===== src/rtl/sdf_pkg.sv =====
// sdf_pkg: shared FSM state type and width helpers
// for the single-path delay-feedback FFT stage control.
package sdf_pkg;

    typedef enum logic [1:0] {
        IDLE  = 2'd0,
        FILL  = 2'd1,
        RUN   = 2'd2,
        FLUSH = 2'd3
    } sdf_state_t;

    localparam int DEF_N   = 64;
    localparam int DEF_S   = 64;
    localparam int DEF_LAT = 1;
    localparam int DEF_LN  = $clog2(DEF_N);

    // width of a counter holding 0..v-1, never below 1
    function automatic int log2w(input int v);
        return (v < 2) ? 1 : $clog2(v);
    endfunction

endpackage


===== src/rtl/sdf_pipe_dly.sv =====
// sdf_pipe_dly: DEPTH-stage register chain, async reset,
// synchronous clear to discard in-flight entries.
module sdf_pipe_dly #(
    parameter int DEPTH = 1,
    parameter int WIDTH = 1
) (
    input  logic             clk,
    input  logic             rst_n,
    input  logic             clr,
    input  logic [WIDTH-1:0] d,
    output logic [WIDTH-1:0] q
);

    logic [WIDTH-1:0] pipe [DEPTH];

    // shift chain; clear drops everything in flight
    always_ff @(posedge clk or negedge rst_n) begin
        if (!rst_n) begin
            for (int i = 0; i < DEPTH; i++) pipe[i] <= '0;
        end else if (clr) begin
            for (int i = 0; i < DEPTH; i++) pipe[i] <= '0;
        end else begin
            pipe[0] <= d;
            for (int i = 1; i < DEPTH; i++) pipe[i] <= pipe[i-1];
        end
    end

    assign q = pipe[DEPTH-1];

endmodule


===== src/rtl/sdf_stage_ctrl.sv =====
// sdf_stage_ctrl: SDF FFT stage sequencer (muxes, valid, counters).
// Define SDF_CTRL_TWIDDLE_EN to add the tw_addr twiddle ROM address.
module sdf_stage_ctrl
    import sdf_pkg::*;
#(
    parameter int N   = DEF_N,
    parameter int S   = DEF_S,
    parameter int LAT = DEF_LAT
) (
    input  logic                  clk,
    input  logic                  rst_n,
    input  logic                  enable_in,
    output logic                  sel_fb,
    output logic                  out_sel,
    output logic                  out_en,
    output logic [log2w(N)-1:0]   out_cnt,
    output logic                  frame_done,
    output logic                  err,
    output logic                  busy
`ifdef SDF_CTRL_TWIDDLE_EN
    ,
    output logic [log2w(N)-2:0]   tw_addr
`endif
);

    localparam int LN   = log2w(N);
    localparam int LS   = log2w(S);
    localparam int HALF = S / 2;
    localparam int FLN  = HALF + LAT;
    localparam int FW   = log2w(FLN) + 1;

    sdf_state_t     state;
    sdf_state_t     state_nx;
    logic [LN-1:0]  in_cnt;
    logic [FW-1:0]  fl_cnt;
    logic           fl_done;
    logic           start;
    logic           st_d;
    logic           run_q;
    logic [1:0]     pd_d;
    logic [1:0]     pd_q;

    // input sample index, restarts whenever the input goes idle
    always_ff @(posedge clk or negedge rst_n) begin
        if (!rst_n)         in_cnt <= '0;
        else if (enable_in) in_cnt <= in_cnt + LN'(1);
        else                in_cnt <= '0;
    end

    // state register
    always_ff @(posedge clk or negedge rst_n) begin
        if (!rst_n) state <= IDLE;
        else        state <= state_nx;
    end

    assign fl_done = (fl_cnt == FW'(FLN - 1));

    // next-state logic
    always_comb begin
        state_nx = state;
        unique case (state)
            IDLE:  if (enable_in) state_nx = FILL;
            FILL: begin
                if (!enable_in)  state_nx = IDLE;
                else if (sel_fb) state_nx = RUN;
            end
            RUN: begin
                if (!enable_in)
                    state_nx = (in_cnt == '0) ? FLUSH : IDLE;
            end
            FLUSH: begin
                if (enable_in)    state_nx = FILL;
                else if (fl_done) state_nx = IDLE;
            end
            default: state_nx = IDLE;
        endcase
    end

    // decoded outputs
    always_comb begin
        sel_fb     = enable_in & in_cnt[LS-1];
        busy       = (state != IDLE);
        err        = ((state == FILL) || (state == RUN))
                     && !enable_in && (in_cnt != '0);
        frame_done = out_en && (out_cnt == LN'(N - 1));
    end

    // first feedback sample of each frame launches the output window
    assign start = sel_fb && (in_cnt == LN'(HALF));
    assign pd_d  = {sel_fb, start};

    sdf_pipe_dly #(
        .DEPTH (LAT),
        .WIDTH (2)
    ) u_dly (
        .clk   (clk),
        .rst_n (rst_n),
        .clr   (err),
        .d     (pd_d),
        .q     (pd_q)
    );

    assign out_sel = pd_q[1];
    assign st_d    = pd_q[0];
    assign out_en  = st_d | run_q;

    // hold valid through the frame; a new start overlaps the wrap
    always_ff @(posedge clk or negedge rst_n) begin
        if (!rst_n) run_q <= 1'b0;
        else        run_q <= out_en && !err
                             && (out_cnt != LN'(N - 1));
    end

    // output index, parked at 0 outside the valid window
    always_ff @(posedge clk or negedge rst_n) begin
        if (!rst_n)              out_cnt <= '0;
        else if (out_en && !err) out_cnt <= out_cnt + LN'(1);
        else                     out_cnt <= '0;
    end

    // drain timer, only runs while staying in FLUSH
    always_ff @(posedge clk or negedge rst_n) begin
        if (!rst_n)                  fl_cnt <= '0;
        else if ((state == FLUSH)
                 && (state_nx == FLUSH)) fl_cnt <= fl_cnt + FW'(1);
        else                         fl_cnt <= '0;
    end

`ifdef SDF_CTRL_TWIDDLE_EN
    localparam int TW = LN - 1;

    logic [TW-1:0] tw_m;

    // twiddle index for delay-line outputs, k mod S/2 scaled by N/S
    always_comb begin
        tw_m    = out_cnt[TW-1:0] & TW'(HALF - 1);
        tw_addr = '0;
        if (out_en && !out_sel) tw_addr = tw_m * TW'(N / S);
    end
`endif

endmodule


===== config.mk =====
export PLATFORM = sky130hd
export DESIGN_NAME = sdf_stage_ctrl
export DESIGN_NICKNAME = d
export VERILOG_FILES = /design/src/rtl/sdf_pkg.sv /design/src/rtl/sdf_pipe_dly.sv /design/src/rtl/sdf_stage_ctrl.sv
export SDC_FILE = /design/constraint.sdc
export NUM_CORES = 1
export LEC_CHECK = 0
export ABC_AREA = 1
export CORE_ASPECT_RATIO = 1.25
export CORE_MARGIN = 10
export CORE_UTILIZATION = 50
export CTS_CLUSTER_SIZE = 14
export DETAILED_ROUTE_END_ITERATION = 10
export PLACE_DENSITY = 0.72
export REMOVE_ABC_BUFFERS = 1
export SYNTH_ARGS = -nofsm -noshare
export SYNTH_HDL_FRONTEND = slang
export SYNTH_SLANG_ARGS = --single-unit

===== constraint.sdc =====
create_clock -name clk -period 2.73 [get_ports clk]
set_clock_uncertainty 0.05 [all_clocks]
set_input_delay 0.273 -clock clk [delete_from_list [all_inputs] [get_ports clk]]
set_output_delay 0.273 -clock clk [all_outputs]
set_load 0.05 [all_outputs]

==> metrics.yaml <==
place:
  place_ws_ns: 0.340
  port_buffers: 14
  dpl.hpwl_mm: 1.69
  gp_congestion: 0.743
logic_synthesis:
  synth_top_area_cell: "dfrtp_1"
  ys_warn_count: 0
  synth_area_leaders: "dfrtp_1 (46%), ha_1 (9.6%), inv_1 (6.9%)"
  syn_area_um2: 1310
  avgSynthCellArea_um2: 8.96
  ys_seq_area_frac: 0.459
  synth_seq_cells: 24
  synthCells: 146
  yosysTopAreaCellShare: 0.459
  ys_types: 25
global_routing:
  grt.overflow.total: 0
  antenna_found_initial: 0
  first_global_vias: 949
  grt_max_degree: 25
  grt_use_total: 0.0898
  grt_pass1_wl_mm: 3.86
pwr:
  power_leakage_uw: 0.000775
  ir_worst_vdd_mv: 0.297
  power_frac_seq: 0.503
  pwr-share-comb: 0.256
  power_frac_clock: 0.241
  power_uw: 754
  p_per_area_nw_per_um2: 493
  switching_share: 0.320
  switchingPower_uw: 241
  p_int_uw: 512
sta:
  setup_viol_count_final: 0
  max_freq_mhz: 409
  maxSlewHeadroom: 0.662
  fin_crit_sh: 0.895
  fin_tns_setup_ns: 0
  fin_crit_ns: 2.44
  worst_slack_ns: 0.286
  rsz0062_at_grt: "false"
  fin_hold_ws_ns: 0.265
  hold_viol_final: 0
  worstMarginPinSlew_ns: 0.506
  slew_violations: 0
final_layout:
  nNetsFinal: 178
  multi_input_area_um2: 607
  area_growth_pct: 16.8
  final_cell_mix: "inv_1 (24), dfrtp_1 (24), nand2_1 (19), nor2_1 (15), clkdlybuf4s50_1 (13)"
  drive_gt1_frac: 0.159
  seq_area_um2: 601
  diodes: 0
  fillers: 201
clocking:
  cts.sinks: 24
  cts_tree: "built"
  cts_buffers: 3
  cts_root_buf: "clkbuf_4"
  max-clock-path-buffers: 2
  path_clk_slew_ns: 0.12
  cts.htree.levels: 1
  clk_latency_ns: 0.31
route:
  routed_wl_mm: 2.17
  drt-vias-per-instance: 4.83
  drt_iter0_drc: 24
  num_vias: 951
  final_antenna_net_count: 0
  drt_pass1_iterations: 4
  drt-wirelength-per-cell_um: 11.0
  drc: 0
die:
  die_x_um: 65.8
  ioPinCount: 15
  initial_core_util: 0.528
  core_area_um2: 2480
  die_h_um: 77.2
  die_area_um2: 5080
  rows: 20
outcome:
  outcome: "completed"
worst_hold_path:
  hp-class: "in -> async"
worst_setup_path:
  r2r_start: "state[0]"
  path_max_fanout: 5
  r2r_slack_ns: 1.14
  required_ns: 2.41
  r2r_cells: 9
  r2r-end: "fl_cnt[3]"
  cp-end-kind: "primary output"
  cp-startpoint: "state[0]"
  cp-start-kind: "flip-flop"
  critPathArrivalTime_ns: 2.12
  cp-endpoint: "err"
  critPathKind: "reg -> out"
run:
  drv_cap: 0
==> worst max-delay path, cell delays in order (launching register included) <==
cell	delay, ns
dfrtp_1	0.41
inv_1	0.13
ha_1	0.30
nand3_1	0.09
inv_1	0.08
clkdlybuf4s50_1	0.80
==> kinds of logic after synthesis <==
| group | after synthesis | share of synthesized area |
|---|---|---|
| and+or+nand+nor | 69 | 0.278 |
| DFF | 24 | 0.459 |
| xor gates and xnor gates | 6 | 0.0402 |
| buffers and inverters | 26 | 0.0774 |
| adders and majority gates | 10 | 0.0956 |
| AOI/OAI and AO/OA | 11 | 0.0497 |
==> cell type report <==
cell class,instances,area share
repair buffers,15,0.0982
multi-input cells,96,0.397
clock buffers,4,0.0237
inverters,25,0.0614
well taps,33,0.0270
flip-flops and latches,24,0.393
==> per-layer routing <==
| metal | wire length, µm | track usage | share of wire |
|---|---|---|---|
| met1 | 979 | 0.105 | 0.45 |
| met2 | 1030 | 0.149 | 0.47 |
| met3 | 135 | 0.0247 | 0.062 |
| met4 | 25 | 0.0322 | 0.012 |
| met5 | 0 | 0 | 0 |
==> registers in the layout (all words and copies together) (netlist names) <==
name / cells
fl_cnt: 7
in_cnt: 6
out_cnt: 6
state: 2
u_dly.q: 2
run_q: 1
==> stage by stage <==
stage           util  cells  instance area, µm²
6_report       0.617    197                1530
5_1_grt        0.617    197                1530
4_1_cts        0.616    197                1530
3_5_place_dp   0.602    193                1490
3_3_place_gp   0.602    193                1490
2_1_floorplan      -    145                1300
==> timing repair <==
action,4_1_cts,5_1_grt
setup buffers,0,0
hold buffers,0,0
endpoints found under the hold margin,0,0
resized for setup,0,1
endpoints found under the setup margin,0,1
==> Yosys cell counts (all sizes together) <==
library cell,number
a21boi,1
a21oi,6
and3,2
buf,1
dfrtp,24
ha,10
inv,25
nand2,24
nand3,10
nand3b,2
nand4,1
nor2,25
nor3,2
nor3b,3
o21ai,4
xnor2,1
xor2,5
==> worst min path at each step <==
stage                       to  slack, ns  cells after the start
floorplan            fl_cnt[0]      -0.07                      0
global placement    out_cnt[0]       0.42                      1
detailed placement   fl_cnt[0]       0.43                      1
CTS                 u_dly.q[0]       0.27                      2
global route        u_dly.q[0]       0.28                      2
finish              u_dly.q[0]       0.27                      2
==> power by group through the flow <==
stage | Clock (µW) | Combinational, µW | Sequential (µW)
floorplan | 0 | 142 | 384
global placement | 0 | 190 | 386
detailed placement | 0 | 195 | 386
CTS | 191 | 196 | 379
global route | 210 | 215 | 381
finish | 182 | 193 | 379
No activity file was read; power rests on OpenSTA's default activity.
